`config.mk`:
```
export PLATFORM = sky130hd
export DESIGN_NAME = seg_scan_arbiter
export DESIGN_NICKNAME = d
export VERILOG_FILES = /design/src/rtl/seg_scan_arbiter.sv
export SDC_FILE = /design/constraint.sdc
export NUM_CORES = 1
export LEC_CHECK = 0
export ABC_AREA = 0
export CAP_MARGIN = 20
export CELL_PAD_IN_SITES_DETAIL_PLACEMENT = 0
export CELL_PAD_IN_SITES_GLOBAL_PLACEMENT = 1
export CORE_MARGIN = 1
export CORE_UTILIZATION = 35
export DETAILED_ROUTE_END_ITERATION = 12
export HOLD_SLACK_MARGIN = 0.12
export PLACE_DENSITY = 0.9
export SLEW_MARGIN = 30
export SYNTH_ARGS = -nofsm -noshare
export SYNTH_HDL_FRONTEND = slang
export SYNTH_SLANG_ARGS = --single-unit
```
`constraint.sdc`:
```
create_clock -name clk_7seg -period 3.6 [get_ports clk_7seg]
set_input_delay 0.72 -clock clk_7seg [delete_from_list [all_inputs] [get_ports clk_7seg]]
set_output_delay 0.72 -clock clk_7seg [all_outputs]
set_load 0.05 [all_outputs]
```
`src/rtl/seg_scan_arbiter.sv`:
```
// Eight-digit seven-segment scanner with frame-aligned arbitration between a
// high-priority debug readout and a low-priority MMIO display value.
module seg_scan_arbiter #(
   parameter int NDIG        = 8,
   parameter int PWM_BITS    = 3,
   parameter int HOLD_FRAMES = 4
) (
   input  logic                clk_7seg,
   input  logic                Rst,
   input  logic                dbg_req,
   input  logic [31:0]         dbg_val,
   input  logic                mmio_valid,
   input  logic [31:0]         mmio_val,
   input  logic [PWM_BITS-1:0] brightness,
   input  logic                lz_blank,
   output logic [NDIG-1:0]     an,
   output logic [6:0]          sev_out,
   output logic                sel_dbg,
   output logic                frame_tick
);

   localparam int DW = (NDIG > 1) ? $clog2(NDIG) : 1;
   localparam int HW = (HOLD_FRAMES > 1) ? $clog2(HOLD_FRAMES) : 1;

   typedef enum logic [1:0] {IDLE, SHOW_MMIO, SHOW_DBG} state_t;

   function automatic logic [6:0] f_decode(input logic [3:0] nib);
      logic [6:0] seg;
      case (nib)
         4'h0: seg = 7'b0000001;
         4'h1: seg = 7'b1001111;
         4'h2: seg = 7'b0010010;
         4'h3: seg = 7'b0000110;
         4'h4: seg = 7'b1001100;
         4'h5: seg = 7'b0100100;
         4'h6: seg = 7'b0100000;
         4'h7: seg = 7'b0001111;
         4'h8: seg = 7'b0000000;
         4'h9: seg = 7'b0000100;
         4'hA: seg = 7'b0001000;
         4'hB: seg = 7'b1100000;
         4'hC: seg = 7'b0110001;
         4'hD: seg = 7'b1000010;
         4'hE: seg = 7'b0110000;
         default: seg = 7'b0111000;
      endcase
      return seg;
   endfunction

   logic [PWM_BITS-1:0] r_s;
   logic [DW-1:0]       r_d;
   state_t              r_state;
   logic [HW-1:0]       r_hold;
   logic [31:0]         r_shadow;
   logic                r_sel_dbg;
   logic                r_frame_tick;
   logic [NDIG-1:0]     r_an_p1;
   logic [6:0]          r_sev_p1;

   logic        w_frame_end;
   logic        w_permit;
   state_t      w_req;
   state_t      w_target;
   logic [31:0] w_target_val;
   logic [31:0] w_shift;
   logic        w_blank;
   logic        w_lit;

   assign w_frame_end = (r_d == DW'(NDIG - 1)) && (&r_s);

   // IDLE may switch at any frame boundary; shown sources only once the hold expires.
   assign w_permit = (r_state == IDLE) || (r_hold == HW'(HOLD_FRAMES - 1));

   always_comb begin
      w_req = IDLE;
      if (dbg_req)
         w_req = SHOW_DBG;
      else if (mmio_valid)
         w_req = SHOW_MMIO;
   end

   assign w_target     = w_permit ? w_req : r_state;
   assign w_target_val = (w_target == SHOW_DBG)  ? dbg_val  :
                         (w_target == SHOW_MMIO) ? mmio_val : 32'd0;

   // Control: scan counters and arbiter, all state advances on frame_end only.
   always_ff @(posedge clk_7seg) begin
      if (Rst) begin
         r_s          <= '0;
         r_d          <= '0;
         r_state      <= IDLE;
         r_hold       <= '0;
         r_shadow     <= '0;
         r_sel_dbg    <= 1'b0;
         r_frame_tick <= 1'b0;
      end else begin
         r_s          <= r_s + 1'b1;
         r_frame_tick <= w_frame_end;
         if (&r_s)
            r_d <= (r_d == DW'(NDIG - 1)) ? '0 : r_d + 1'b1;
         if (w_frame_end) begin
            r_shadow  <= w_target_val;
            r_sel_dbg <= (w_target == SHOW_DBG);
            if (w_target != r_state) begin
               r_state <= w_target;
               r_hold  <= '0;
            end else if (r_hold != HW'(HOLD_FRAMES - 1)) begin
               r_hold  <= r_hold + 1'b1;
            end
         end
      end
   end

   assign w_shift = r_shadow >> {r_d, 2'b00};
   assign w_blank = lz_blank && (r_d != '0) && (w_shift == 32'd0);
   assign w_lit   = (r_state != IDLE) && (r_s <= brightness) && !w_blank;

   // Stage p1: registered anode/segment drive, one cycle behind the counters.
   always_ff @(posedge clk_7seg) begin
      if (Rst) begin
         r_an_p1  <= '1;
         r_sev_p1 <= 7'h7F;
      end else if (w_lit) begin
         r_an_p1  <= ~(NDIG'(1) << r_d);
         r_sev_p1 <= f_decode(w_shift[3:0]);
      end else begin
         r_an_p1  <= '1;
         r_sev_p1 <= 7'h7F;
      end
   end

   assign an         = r_an_p1;
   assign sev_out    = r_sev_p1;
   assign sel_dbg    = r_sel_dbg;
   assign frame_tick = r_frame_tick;

endmodule

```
==> impl_table.tex, run 1 <==
\begin{tabular}{lr}
\hline
Metric & Value \\
\hline
\multicolumn{2}{l}{\textbf{Outcome}} \\
Status & complete, no violations \\
\multicolumn{2}{l}{\textbf{Clock network}} \\
CTS H-tree depth & 3 \\
Clk sink count & 59 \\
Inserted Clock Buffers & 9 \\
Clock tree from TritonCTS & built \\
Worst-skew pair later-pin latency & 330 ps \\
Count of buffers added by post-CTS timing repair for setup & 0 \\
Clock tree root buffer cell & sky130\_fd\_sc\_hd\_\_clkbuf\_8 \\
CTS hold repair buffers & 0 \\
Buffer depth of the longest clock path & 2 \\
Post-CTS resize count & 0 \\
Clock-pin transition on the worst setup and hold timing paths & 60 ps \\
\multicolumn{2}{l}{\textbf{Critical path}} \\
Top cell family by delay on the critical path & compound AO/OA/AOI/OAI gates \\
Slowest stage delay, CP & 410 ps \\
Number of buffers and inverters on the critical path & 2 \\
Worst path arrival time & 2990 ps \\
Critical Path Slowest Stage Cell & sky130\_fd\_sc\_hd\_\_dfxtp\_1 \\
Maximum net fanout on the critical path & 19 \\
Endpoint class of the critical path & flop \\
CP Cell Sequence & buf\_4, mux4\_2, mux2i\_1, buf\_4, ha\_1, o211ai\_1, a31oi\_1, o211ai\_1, o31a\_1, o221ai\_2 \\
Worst EP required & 3860 ps \\
Kind of start point of the critical path & flop \\
Type of the setup path with the least slack & flop to flop \\
\multicolumn{2}{l}{\textbf{Finish}} \\
FF+latch area & 1181 um2 \\
Area grow syn2layout & 35.00\% \\
Count of placed standard cells in the final layout, fillers left out & 559 \\
Fraction of final layout cells sized beyond drive strength 1 & 6.874\% \\
Multi-input gate area & 1784 um2 \\
Commonest cells after routing, fill and taps aside & sky130\_fd\_sc\_hd\_\_clkdlybuf4s50\_1 (88), sky130\_fd\_sc\_hd\_\_dfxtp\_1 (59), sky130\_fd\_sc\_hd\_\_nand2\_1 (44) \\
Post-layout net count & 537 \\
Post-route design area & 4257 um2 \\
Number of antenna cells inserted & 0 \\
Core Util, Final & 48.81\% \\
Most common library cell in the layout ignoring fill and taps & sky130\_fd\_sc\_hd\_\_clkdlybuf4s50\_1 \\
Fillers & 826 \\
\multicolumn{2}{l}{\textbf{Synth}} \\
Gate count after technology mapping & 368 \\
Simple logic cell fraction of the synthesized area & 16.27\% \\
Flip-flop and latch count after synthesis & 59 \\
Total number of yosys warnings & 0 \\
Adder and majority cell fraction of the synthesized area & 6.746\% \\
Sequential cell area fraction in the yosys report & 37.46\% \\
Post-Syn Area & 3153 um2 \\
Multiplexer share of the synthesized area & 9.643\% \\
Most used DFF post-synth & sky130\_fd\_sc\_hd\_\_dfxtp\_1 \\
Xor-xnor portion of the synthesized cell area & 0.2778\% \\
Number of enable-type register cells in the synthesized netlist & 0 \\
Synth Area in Compound Gates & 23.57\% \\
Syn\_area\_per\_cell & 8.568 um2 \\
Combinational family with the most area after synthesis & compound AO/OA/AOI/OAI gates \\
Async S/R FF share, synth & 0\% \\
Number of distinct library cell variants in the gate-level netlist after synthesis & 45 \\
Syn nets & 457 \\
\multicolumn{2}{l}{\textbf{STA}} \\
Final critical-path required period & 2728 ps \\
Setup Skew & 5.472 ps \\
Max Clk Rate & 0.3666 GHz \\
Slew Limit Fails & 0 \\
Transition time at the pin with the least slew margin & 665.4 ps \\
Relative slew slack & 54.37\% \\
RSZ-0062 raised after global routing & no \\
Post-route fraction of the period consumed by the critical path & 75.77\% \\
Final count of negative-setup-slack endpoints & 0 \\
Final setup TNS & 0 ps \\
Final Hold Fails & 0 \\
\multicolumn{2}{l}{\textbf{Detailed routing}} \\
Total wirelength of the detailed-routed design & 8163 um \\
Final routed wire length divided by cell count & 14.60 um \\
Number of optimization iterations in the first detailed-route pass & 4 \\
Final routed DRC violation total & 0 \\
Count of nets left with antenna violations after detail routing & 0 \\
Total vias in the final route & 3,004 \\
First-iteration detailed-routing DRC count & 188 \\
Mean number of vias per cell & 5.374 \\
\multicolumn{2}{l}{\textbf{Die}} \\
Number of placement rows & 34 \\
Floorplan die width & 96.92 um \\
IO Pins & 89 \\
Starting density of the core & 36.15\% \\
Vertical die dimension & 96.92 um \\
Die area & 9393 um2 \\
Core area & 8721 um2 \\
\multicolumn{2}{l}{\textbf{Global routing}} \\
Congestion Overflow GR & 0 \\
Number of global-route vias before repair & 3,068 \\
Global-route total usage across every layer & 18.32\% \\
Pin count of the biggest net entering global routing & 35 \\
Initial antenna violation count & 0 \\
First-pass GRT wire length & 14,150 um \\
\multicolumn{2}{l}{\textbf{Power and ir drop}} \\
PwrDens & 301.3 nW/um2 \\
Overall power after layout & 1.282 mW \\
Leakage power of the design & 1.525 nW \\
VDD IR max & 0.1677 mV \\
\multicolumn{2}{l}{\textbf{Placed design}} \\
Post-place instance area & 4090 um2 \\
Placed Instances & 545 \\
Routability congestion estimate from global placement & 0.8934 \\
Estimated wirelength of the detail-placed design & 6130 um \\
\# port buffers & 88 \\
\multicolumn{2}{l}{\textbf{Worst hold path}} \\
Path class of the lowest-slack min-delay path & flop to flop \\
\multicolumn{2}{l}{\textbf{Flow run}} \\
Max\_cap viols & 0 \\
\hline
\end{tabular}
-- cell type report --
type | count | share of cell area, %
clock buffer | 11 | 3.557
clock inverter | 3 | 0.3527
inverter | 15 | 1.323
sequential | 59 | 27.75
tap | 108 | 3.175
timing repair buffer | 95 | 21.93
multi-input combinational | 268 | 41.92
-- per-layer routing --
metal / GRT usage, % / share of wire (%) / vias to the layer above
li1: - / - / 1500
met1: 23.24 / 45 / 1394
met2: 30.44 / 48 / 97
met3: 4.191 / 5.0 / 13
met4: 6.429 / 1.8 / 0
met5: 0 / 0 / -
-- sequential cells by signal, summed over array words and instances, names as in the netlist --
register	count
an	8
r_hold	2
r_state	2
sel_dbg	1
sev_out	7
frame_tick	1
r_shadow	32
r_d	3
r_s	3
-- kinds of logic after synthesis --
family | count (synthesis)
multiplexers | 24
buffers and inverters | 41
adder cells (fa/ha/maj) | 17
AO/OA/AOI/OAI | 116
XOR/XNOR | 1
AND/OR/NAND/NOR | 110
flip-flops | 59
-- final timing paths --
path / endpoint / slack [ps] / startpoint / cells past startpoint
max: sev_out[2]$_SDFF_PP1_ / 870 / r_d[1]$_SDFFE_PP0P_ / 10
min: r_s[0]$_SDFF_PP0_ / 450 / r_s[0]$_SDFF_PP0_ / 1
max reg2reg: sev_out[2]$_SDFF_PP1_ / 870 / r_d[1]$_SDFFE_PP0P_ / 10
min reg2reg: r_s[0]$_SDFF_PP0_ / 450 / r_s[0]$_SDFF_PP0_ / 1
-- power by group --
group          internal [mW]  switching (mW)
sequential             0.656         0.00248
combinational         0.0777          0.0312
clock                  0.275           0.240
total                   1.01           0.273
-- cells in the mapped netlist, types with 3 or more instances --
cell type                  count  area share [%]
sky130_fd_sc_hd__o211ai_1      3            0.71
sky130_fd_sc_hd__inv_1        14             1.7
sky130_fd_sc_hd__clkbuf_1     14             1.7
sky130_fd_sc_hd__nand2_1      44             5.2
sky130_fd_sc_hd__a21oi_1       9             1.4
sky130_fd_sc_hd__buf_2         5            0.79
sky130_fd_sc_hd__nor2b_1       7             1.4
sky130_fd_sc_hd__buf_6         3             1.1
sky130_fd_sc_hd__dfxtp_1      59              37
sky130_fd_sc_hd__nand4_1       4            0.79
sky130_fd_sc_hd__o22a_1        3            0.83
sky130_fd_sc_hd__a22oi_1      35             8.3
sky130_fd_sc_hd__nand3_1       5            0.79
sky130_fd_sc_hd__ha_1         17             6.7
sky130_fd_sc_hd__o22ai_1       4            0.79
sky130_fd_sc_hd__mux2i_1      18             5.7
sky130_fd_sc_hd__nor4_1        6             1.2
sky130_fd_sc_hd__nor2_1       24             2.9
sky130_fd_sc_hd__o21ai_0      41             6.5
sky130_fd_sc_hd__nor3_1       10             1.6
sky130_fd_sc_hd__o21ai_1       7             1.1
sky130_fd_sc_hd__mux4_2        5             3.6
sky130_fd_sc_hd__or2_1         3            0.60
-- worst reg2reg max path, cell delays in order (launching register included) --
cell	delay (ps)
sky130_fd_sc_hd__dfxtp_1	410
sky130_fd_sc_hd__buf_4	310
sky130_fd_sc_hd__mux4_2	330
sky130_fd_sc_hd__mux2i_1	140
sky130_fd_sc_hd__buf_4	160
sky130_fd_sc_hd__ha_1	230
sky130_fd_sc_hd__o211ai_1	120
sky130_fd_sc_hd__a31oi_1	180
sky130_fd_sc_hd__o211ai_1	160
sky130_fd_sc_hd__o31a_1	410
sky130_fd_sc_hd__o221ai_2	220
-- stage by stage --
step / setup WS (ps) / hold WS (ps)
after floorplan: 983.4 / 417.3
after global placement: 728.1 / 426.6
after detailed placement: 681.2 / 441.1
after CTS: 861.6 / 455.5
after global routing: 577.6 / 503.3
final: 872.1 / 447.7
(Power assumes the default switching activity.)
==> run 2: changes to the inputs <==
Settings changed: CORE_UTILIZATION 35 to 32, PLACE_DENSITY 0.9 to 0.87.
Clock period 3.6 ns to 2.31 ns, I/O delays scaled along.
==> run 2 against run 1 <==
  * The run now ends with negative setup slack left
  * Hold slack improved by 12 ps
  * Die area increased by 9.2%
  * Via count increased by 6.0%
  * Non-clock buffer count increased by 37
  * Utilization increased by 2.5 points
  * Maximum frequency increased by 16%
  * Critical path type unchanged
  * Largest power group unchanged
  * Highest routed layer unchanged
==> impl_table.tex, run 2 (same netlist as run 1, synthesis figures left out) <==
\begin{tabular}{lr}
\hline
Metric & Value \\
\hline
\multicolumn{2}{l}{\textbf{Finish}} \\
Commonest cells after routing, fill and taps aside & sky130\_fd\_sc\_hd\_\_clkdlybuf4s50\_1 (88), sky130\_fd\_sc\_hd\_\_dfxtp\_1 (57), sky130\_fd\_sc\_hd\_\_nand2\_1 (42) (was sky130\_fd\_sc\_hd\_\_clkdlybuf4s50\_1 (88), sky130\_fd\_sc\_hd\_\_dfxtp\_1 (59), sky130\_fd\_sc\_hd\_\_nand2\_1 (44)) \\
Fillers & 902 (was 826) \\
Post-route design area & 4808 um2 (was 4257 um2) \\
Post-layout net count & 574 (was 537) \\
Most common library cell in the layout ignoring fill and taps & sky130\_fd\_sc\_hd\_\_clkdlybuf4s50\_1 (unchanged) \\
Most flop-heavy register & r\_shadow (unchanged) \\
Area grow syn2layout & 52.50\% (was 35.00\%) \\
Number of antenna cells inserted & 0 (unchanged) \\
Count of placed standard cells in the final layout, fillers left out & 618 (was 559) \\
Flip-flop count of the largest register, all copies and words added & 32 (unchanged) \\
Fraction of final layout cells sized beyond drive strength 1 & 16.56\% (was 6.874\%) \\
\multicolumn{2}{l}{\textbf{Clock network}} \\
CTS hold repair buffers & 0 (unchanged) \\
Clock tree from TritonCTS & built (unchanged) \\
Buffer depth of the longest clock path & 2 (unchanged) \\
Clock-pin transition on the worst setup and hold timing paths & 60 ps (about the same) \\
Clock tree root buffer cell & sky130\_fd\_sc\_hd\_\_clkbuf\_8 (unchanged) \\
Clk sink count & 59 (unchanged) \\
CTS H-tree depth & 3 (unchanged) \\
Worst-skew pair later-pin latency & 350 ps (was 330 ps) \\
Inserted Clock Buffers & 9 (unchanged) \\
\multicolumn{2}{l}{\textbf{STA}} \\
Transition time at the pin with the least slew margin & 651.6 ps (was 665.4 ps) \\
Post-route fraction of the period consumed by the critical path & 101.5\% (was 75.77\%) \\
Setup Skew & 6.947 ps (was 5.472 ps) \\
Max Clk Rate & 0.4266 GHz (was 0.3666 GHz) \\
Slew Limit Fails & 0 (unchanged) \\
Relative slew slack & 55.32\% (was 54.37\%) \\
Slack of the critical path & -34.23 ps (was 872.1 ps) \\
Final count of negative-setup-slack endpoints & 11 (was 0) \\
RSZ-0062 raised after global routing & yes (was no) \\
Final critical-path required period & 2344 ps (was 2728 ps) \\
Final Hold Fails & 0 (unchanged) \\
\multicolumn{2}{l}{\textbf{Detailed routing}} \\
Top metal layer carrying routed signals & met4 (unchanged) \\
Met2 Wirelength & 4642 um (was 3911 um) \\
Total wirelength of the detailed-routed design & 9547 um (was 8163 um) \\
Count of nets left with antenna violations after detail routing & 0 (unchanged) \\
Number of optimization iterations in the first detailed-route pass & 5 (was 4) \\
Detailed route wirelength on metal3 & 463 um (was 412 um) \\
First-iteration detailed-routing DRC count & 213 (was 188) \\
Final routed DRC violation total & 0 (unchanged) \\
Wl on met1 & 4264 um (was 3695 um) \\
Final routed wire length divided by cell count & 15.45 um (was 14.60 um) \\
Total vias in the final route & 3,184 (was 3,004) \\
Mean number of vias per cell & 5.152 (was 5.374) \\
\multicolumn{2}{l}{\textbf{Worst hold path}} \\
Path class of the lowest-slack min-delay path & flop to flop (unchanged) \\
\multicolumn{2}{l}{\textbf{Die}} \\
Floorplan die width & 101.3 um (was 96.92 um) \\
IO Pins & 89 (unchanged) \\
Core area & 9371 um2 (was 8721 um2) \\
Die area & 10,250 um2 (was 9393 um2) \\
Starting density of the core & 33.64\% (was 36.15\%) \\
Vertical die dimension & 101.3 um (was 96.92 um) \\
Number of placement rows & 35 (was 34) \\
\multicolumn{2}{l}{\textbf{Global routing}} \\
Initial antenna violation count & 0 (unchanged) \\
Global-route total usage across every layer & 18.74\% (was 18.32\%) \\
Number of global-route vias before repair & 3,143 (was 3,068) \\
Congestion Overflow GR & 0 (unchanged) \\
Pin count of the biggest net entering global routing & 47 (was 35) \\
First-pass GRT wire length & 14,810 um (was 14,150 um) \\
\multicolumn{2}{l}{\textbf{Critical path}} \\
Maximum net fanout on the critical path & 12 (was 19) \\
Kind of start point of the critical path & flop (unchanged) \\
Critical Path Slowest Stage Cell & sky130\_fd\_sc\_hd\_\_mux4\_2 (was sky130\_fd\_sc\_hd\_\_dfxtp\_1) \\
Slowest stage delay, CP & 550 ps (was 410 ps) \\
Endpoint class of the critical path & flop (unchanged) \\
Worst path arrival time & 2610 ps (was 2990 ps) \\
Worst EP required & 2580 ps (was 3860 ps) \\
CP Cell Sequence & mux4\_2, mux2i\_4, ha\_4, o211ai\_1, a31oi\_1, o211ai\_1, o31a\_1, buf\_12, o221ai\_2 (was buf\_4, mux4\_2, mux2i\_1, buf\_4, ha\_1, o211ai\_1, a31oi\_1, o211ai\_1, o31a\_1, o221ai\_2) \\
Cell seen most often among critical-path stages & sky130\_fd\_sc\_hd\_\_o211ai\_1 \\
Type of the setup path with the least slack & flop to flop (unchanged) \\
\multicolumn{2}{l}{\textbf{Power and ir drop}} \\
Overall power after layout & 2.203 mW (was 1.282 mW) \\
PwrDens & 458.1 nW/um2 (was 301.3 nW/um2) \\
Leakage power of the design & 1.772 nW (was 1.525 nW) \\
VDD IR max & 0.2246 mV (was 0.1677 mV) \\
\multicolumn{2}{l}{\textbf{Placed design}} \\
Estimated wirelength of the detail-placed design & 6718 um (was 6130 um) \\
Placed Instances & 597 (was 545) \\
\# port buffers & 88 (unchanged) \\
Routability congestion estimate from global placement & 0.8730 (was 0.8934) \\
Post-place instance area & 4419 um2 (was 4090 um2) \\
\multicolumn{2}{l}{\textbf{Outcome}} \\
Failing checks & negative setup slack \\
Status & finished, violations left (was complete, no violations) \\
\multicolumn{2}{l}{\textbf{Flow run}} \\
Max\_cap viols & 0 (unchanged) \\
\hline
\end{tabular}
run 2: cell types whose count changed in the layout (fill, tap and decap cells not counted), moves of 3 or more:
cell / previous run / this run
sky130_fd_sc_hd__clkinv_2: 3 / 0
sky130_fd_sc_hd__o21ai_1: 7 / 13
sky130_fd_sc_hd__o21ai_0: 41 / 35
sky130_fd_sc_hd__buf_12: 0 / 4
sky130_fd_sc_hd__buf_4: 7 / 33
run 2: area by class of cell:
| cell class | count | area [um2] | area share, % |
|---|---|---|---|
| sequential | 59 | 1189 | 24.72 |
| timing repair buffer | 132 | 1339 | 27.84 |
| inverter | 15 | 56.30 | 1.171 |
| clock inverter | 1 | 30.03 | 0.6245 |
| tap | 129 | 161.4 | 3.357 |
| clock buffer | 14 | 182.7 | 3.799 |
| multi-input combinational | 268 | 1851 | 38.49 |
run 2: metal layers:
metal  track usage [%]  vias to the layer above
met3             3.589                       14
met2             31.87                      106
met4             8.138                        0
li1                  -                     1577
met1             23.10                     1487
met5                 0                        -
run 2: timing repair:
item                                   in CTS  in global routing
setup endpoints to repair                  45                 49
endpoints found under the hold margin       0                  0
gates cloned                                1                  2
pin swaps                                   3                  3
resized for setup                           7                 19
buffers inserted                            2                  1
run 2: where the power goes:
part           internal [mW]  switching [mW]
combinational          0.125          0.0531
sequential              1.02         0.00299
clock                  0.611           0.391
total                   1.76           0.447
run 2: path summary, 6_finish.rpt:
check	startpoint	endpoint	slack [ps]	cells past startpoint
worst max-delay path	r_d[1]$_SDFFE_PP0P_	sev_out[2]$_SDFF_PP1_	-30	9
worst min-delay path	r_s[0]$_SDFF_PP0_	r_s[0]$_SDFF_PP0_	460	1
worst max register to register	r_d[1]$_SDFFE_PP0P_	sev_out[2]$_SDFF_PP1_	-30	9
worst min register to register	r_s[0]$_SDFF_PP0_	r_s[0]$_SDFF_PP0_	460	1
run 2: through the flow:
step | TNS (ps) | hold slack [ps] | worst slack, ps | util [%]
final | -205.4 | 459.9 | -34.23 | 51.31
after global routing | -3094 | 494.6 | -136.2 | 51.31
after global placement | -2437 | 430.8 | -288.1 | 47.16
after CTS | -385.7 | 470.0 | -46.68 | 50.28
after detailed placement | -3151 | 454.0 | -314.6 | 47.16
after floorplan | -1340 | 417.3 | -161.1 | -
run 2: critical path: cells and delay by family, from the launching register on:
family / cells / cell delay [ps]
DFF: 1 / 370
AOI/OAI and AO/OA: 5 / 830
adders and majority gates: 1 / 160
buffers and inverters: 1 / 150
muxes: 2 / 760
==> run 3: changes to the inputs <==
Settings changed: RECOVER_POWER set to 50.
==> run 3 against run 2 <==
  * The run still ends with negative setup slack left
  * Hold slack worse by 1.5 ps
  * Power hardly changed
  * Clock power hardly changed
  * First-iteration DRC count is 6.1% lower
  * Largest cell class unchanged
  * Maximum frequency hardly changed
  * Register-to-register slack hardly changed
  * Global-route usage stayed put
  * Non-clock buffer count stayed put
  * Worst setup slack hardly changed
  * Utilization is 0.20 points lower
==> impl_table.tex, run 3 (same netlist as run 1, synthesis figures left out) <==
\begin{tabular}{lr}
\hline
Metric & Value \\
\hline
\multicolumn{2}{l}{\textbf{Critical path}} \\
Number of buffers and inverters on the critical path & 1 (unchanged) \\
Worst setup path endpoint & sev\_out[2]\$\_SDFF\_PP1\_ (unchanged) \\
Start point of the critical path & r\_d[1]\$\_SDFFE\_PP0P\_ (unchanged) \\
Type of the setup path with the least slack & flop to flop (unchanged) \\
Worst path arrival time & 2610 ps (about the same) \\
Endpoint class of the critical path & flop (unchanged) \\
Worst EP required & 2580 ps (about the same) \\
Worst path depth & 9 (unchanged) \\
Worst reg2reg path endpoint & sev\_out[2]\$\_SDFF\_PP1\_ (unchanged) \\
R2R depth & 9 (unchanged) \\
Slowest stage delay, CP & 550 ps (about the same) \\
Top cell family by delay on the critical path & compound AO/OA/AOI/OAI gates (unchanged) \\
Kind of start point of the critical path & flop (unchanged) \\
Cell seen most often among critical-path stages & sky130\_fd\_sc\_hd\_\_o211ai\_1 (unchanged) \\
Setup slack on the worst flop-to-flop path & -30 ps (about the same) \\
Reg-to-reg startpoint & r\_d[1]\$\_SDFFE\_PP0P\_ (unchanged) \\
CP Cell Sequence & mux4\_2, mux2i\_4, ha\_4, o211ai\_1, a31oi\_1, o211ai\_1, o31a\_1, buf\_12, o221ai\_2 (unchanged) \\
Critical Path Slowest Stage Cell & sky130\_fd\_sc\_hd\_\_mux4\_2 (unchanged) \\
Maximum net fanout on the critical path & 12 (unchanged) \\
\multicolumn{2}{l}{\textbf{Die}} \\
Floorplan die width & 101.3 um (unchanged) \\
Number of placement rows & 35 (unchanged) \\
Die area & 10,250 um2 (unchanged) \\
Core area & 9371 um2 (unchanged) \\
Vertical die dimension & 101.3 um (unchanged) \\
Starting density of the core & 33.64\% (unchanged) \\
IO Pins & 89 (unchanged) \\
\multicolumn{2}{l}{\textbf{Finish}} \\
Fraction of final layout cells sized beyond drive strength 1 & 16.36\% (was 16.56\%) \\
Number of antenna cells inserted & 0 (unchanged) \\
Fillers & 905 (was 902) \\
Most common library cell in the layout ignoring fill and taps & sky130\_fd\_sc\_hd\_\_clkdlybuf4s50\_1 (unchanged) \\
Commonest cells after routing, fill and taps aside & sky130\_fd\_sc\_hd\_\_clkdlybuf4s50\_1 (77), sky130\_fd\_sc\_hd\_\_dfxtp\_1 (57), sky130\_fd\_sc\_hd\_\_nand2\_1 (42) (was sky130\_fd\_sc\_hd\_\_clkdlybuf4s50\_1 (88), sky130\_fd\_sc\_hd\_\_dfxtp\_1 (57), sky130\_fd\_sc\_hd\_\_nand2\_1 (42)) \\
Post-layout net count & 574 (unchanged) \\
Most flop-heavy register & r\_shadow (unchanged) \\
Area grow syn2layout & 51.90\% (was 52.50\%) \\
Flip-flop count of the largest register, all copies and words added & 32 (unchanged) \\
\multicolumn{2}{l}{\textbf{Clock network}} \\
Buffer depth of the longest clock path & 2 (unchanged) \\
CTS H-tree depth & 3 (unchanged) \\
Clock tree root buffer cell & sky130\_fd\_sc\_hd\_\_clkbuf\_8 (unchanged) \\
Worst-skew pair later-pin latency & 350 ps (about the same) \\
Inserted Clock Buffers & 9 (unchanged) \\
Clock tree from TritonCTS & built (unchanged) \\
Clock-pin transition on the worst setup and hold timing paths & 60 ps (about the same) \\
CTS hold repair buffers & 0 (unchanged) \\
Clk sink count & 59 (unchanged) \\
\multicolumn{2}{l}{\textbf{STA}} \\
Slew Limit Fails & 0 (unchanged) \\
Final Hold Fails & 0 (unchanged) \\
Transition time at the pin with the least slew margin & 854.8 ps (was 651.6 ps) \\
Max Clk Rate & 0.4266 GHz (about the same) \\
Relative slew slack & 43.02\% (was 55.32\%) \\
RSZ-0062 raised after global routing & yes (unchanged) \\
Post-route fraction of the period consumed by the critical path & 101.5\% (about the same) \\
Slack of the critical path & -34.38 ps (was -34.23 ps) \\
Setup Skew & 8.920 ps (was 6.947 ps) \\
Final count of negative-setup-slack endpoints & 11 (unchanged) \\
Final critical-path required period & 2344 ps (about the same) \\
\multicolumn{2}{l}{\textbf{Global routing}} \\
First-pass GRT wire length & 14,810 um (unchanged) \\
Initial antenna violation count & 0 (unchanged) \\
Congestion Overflow GR & 0 (unchanged) \\
Global-route total usage across every layer & 18.74\% (unchanged) \\
Pin count of the biggest net entering global routing & 47 (unchanged) \\
Number of global-route vias before repair & 3,143 (unchanged) \\
\multicolumn{2}{l}{\textbf{Placed design}} \\
Routability congestion estimate from global placement & 0.8730 (unchanged) \\
Estimated wirelength of the detail-placed design & 6718 um (unchanged) \\
Post-placement worst setup slack & -314.6 ps (unchanged) \\
\# port buffers & 88 (unchanged) \\
\multicolumn{2}{l}{\textbf{Power and ir drop}} \\
PwrDens & 459.6 nW/um2 (was 458.1 nW/um2) \\
Overall power after layout & 2.201 mW (was 2.203 mW) \\
VDD IR max & 0.2250 mV (was 0.2246 mV) \\
Leakage power of the design & 1.733 nW (was 1.772 nW) \\
\multicolumn{2}{l}{\textbf{Outcome}} \\
Status & finished, violations left (unchanged) \\
Failing checks & negative setup slack (unchanged) \\
\multicolumn{2}{l}{\textbf{Flow run}} \\
Max\_cap viols & 0 (unchanged) \\
\multicolumn{2}{l}{\textbf{Detailed routing}} \\
Total wirelength of the detailed-routed design & 9530 um (was 9547 um) \\
Number of optimization iterations in the first detailed-route pass & 4 (was 5) \\
Final routed wire length divided by cell count & 15.42 um (was 15.45 um) \\
First-iteration detailed-routing DRC count & 200 (was 213) \\
Count of nets left with antenna violations after detail routing & 0 (unchanged) \\
Mean number of vias per cell & 5.125 (was 5.152) \\
Total vias in the final route & 3,167 (was 3,184) \\
Final routed DRC violation total & 0 (unchanged) \\
\multicolumn{2}{l}{\textbf{Worst hold path}} \\
Path class of the lowest-slack min-delay path & flop to flop (unchanged) \\
\hline
\end{tabular}
==> run 3: worst register-to-register path, stage by stage, from the launching register on <==
cell and delay [ps]:
sky130_fd_sc_hd__dfxtp_4 370, sky130_fd_sc_hd__mux4_2 550, sky130_fd_sc_hd__mux2i_4 210, sky130_fd_sc_hd__ha_4 160, sky130_fd_sc_hd__o211ai_1 80, sky130_fd_sc_hd__a31oi_1 170
sky130_fd_sc_hd__o211ai_1 140, sky130_fd_sc_hd__o31a_1 300, sky130_fd_sc_hd__buf_12 150, sky130_fd_sc_hd__o221ai_2 140
==> run 3: cell type report <==
cell class	count	area (um2)	area share [%]
clock buffer	14	182.7	3.814
timing repair buffer	132	1320	27.56
inverter	15	56.30	1.176
clock inverter	1	30.03	0.6270
multi-input combinational	268	1851	38.64
tap	129	161.4	3.370
sequential	59	1189	24.82
==> run 3: per-stage QoR <==
step	area (um2)	std cells	util, %	setup TNS [ps]	hold WS (ps)
final	4790	618	51.11	-210.4	458.4
after global routing	4790	618	51.11	-3605	494.6
after CTS	4712	615	50.28	-385.7	470.0
after detailed placement	4419	597	47.16	-3151	454.0
after global placement	4419	597	47.16	-2437	430.8
after floorplan	3186	368	-	-1340	417.3
==> run 3: metal layers <==
layer,global-route usage [%],routed length [um]
met5,0,0
met4,8.138,177
met3,3.589,453
met2,31.87,4614
met1,23.10,4284
==> run 3: worst min path at each step <==
stage / depth (start not counted) / slack, ps / startpoint / endpoint
detailed placement: 1 / 450 / r_s[0]$_SDFF_PP0_ / r_s[0]$_SDFF_PP0_
floorplan: 1 / 420 / r_s[0]$_SDFF_PP0_ / r_s[0]$_SDFF_PP0_
finish: 1 / 460 / r_s[0]$_SDFF_PP0_ / r_s[0]$_SDFF_PP0_
CTS: 1 / 470 / r_s[0]$_SDFF_PP0_ / r_s[0]$_SDFF_PP0_
global placement: 1 / 430 / r_s[0]$_SDFF_PP0_ / r_s[0]$_SDFF_PP0_
global route: 1 / 490 / r_s[0]$_SDFF_PP0_ / r_s[0]$_SDFF_PP0_
==> run 3: power by group <==
| group | internal [mW] | total [mW] | switching (mW) |
|---|---|---|---|
| sequential | 1.02 | 1.02 | 0.00298 |
| combinational | 0.122 | 0.174 | 0.0524 |
| clock | 0.611 | 1.00 | 0.394 |
==> run 3: repair_timing <==
item                                    4_1_cts  5_1_grt
pin swaps                                     3        3
gates cloned                                  1        2
endpoints found under the setup margin       45       49
resized for setup                             7       19
setup buffers                                 2        1
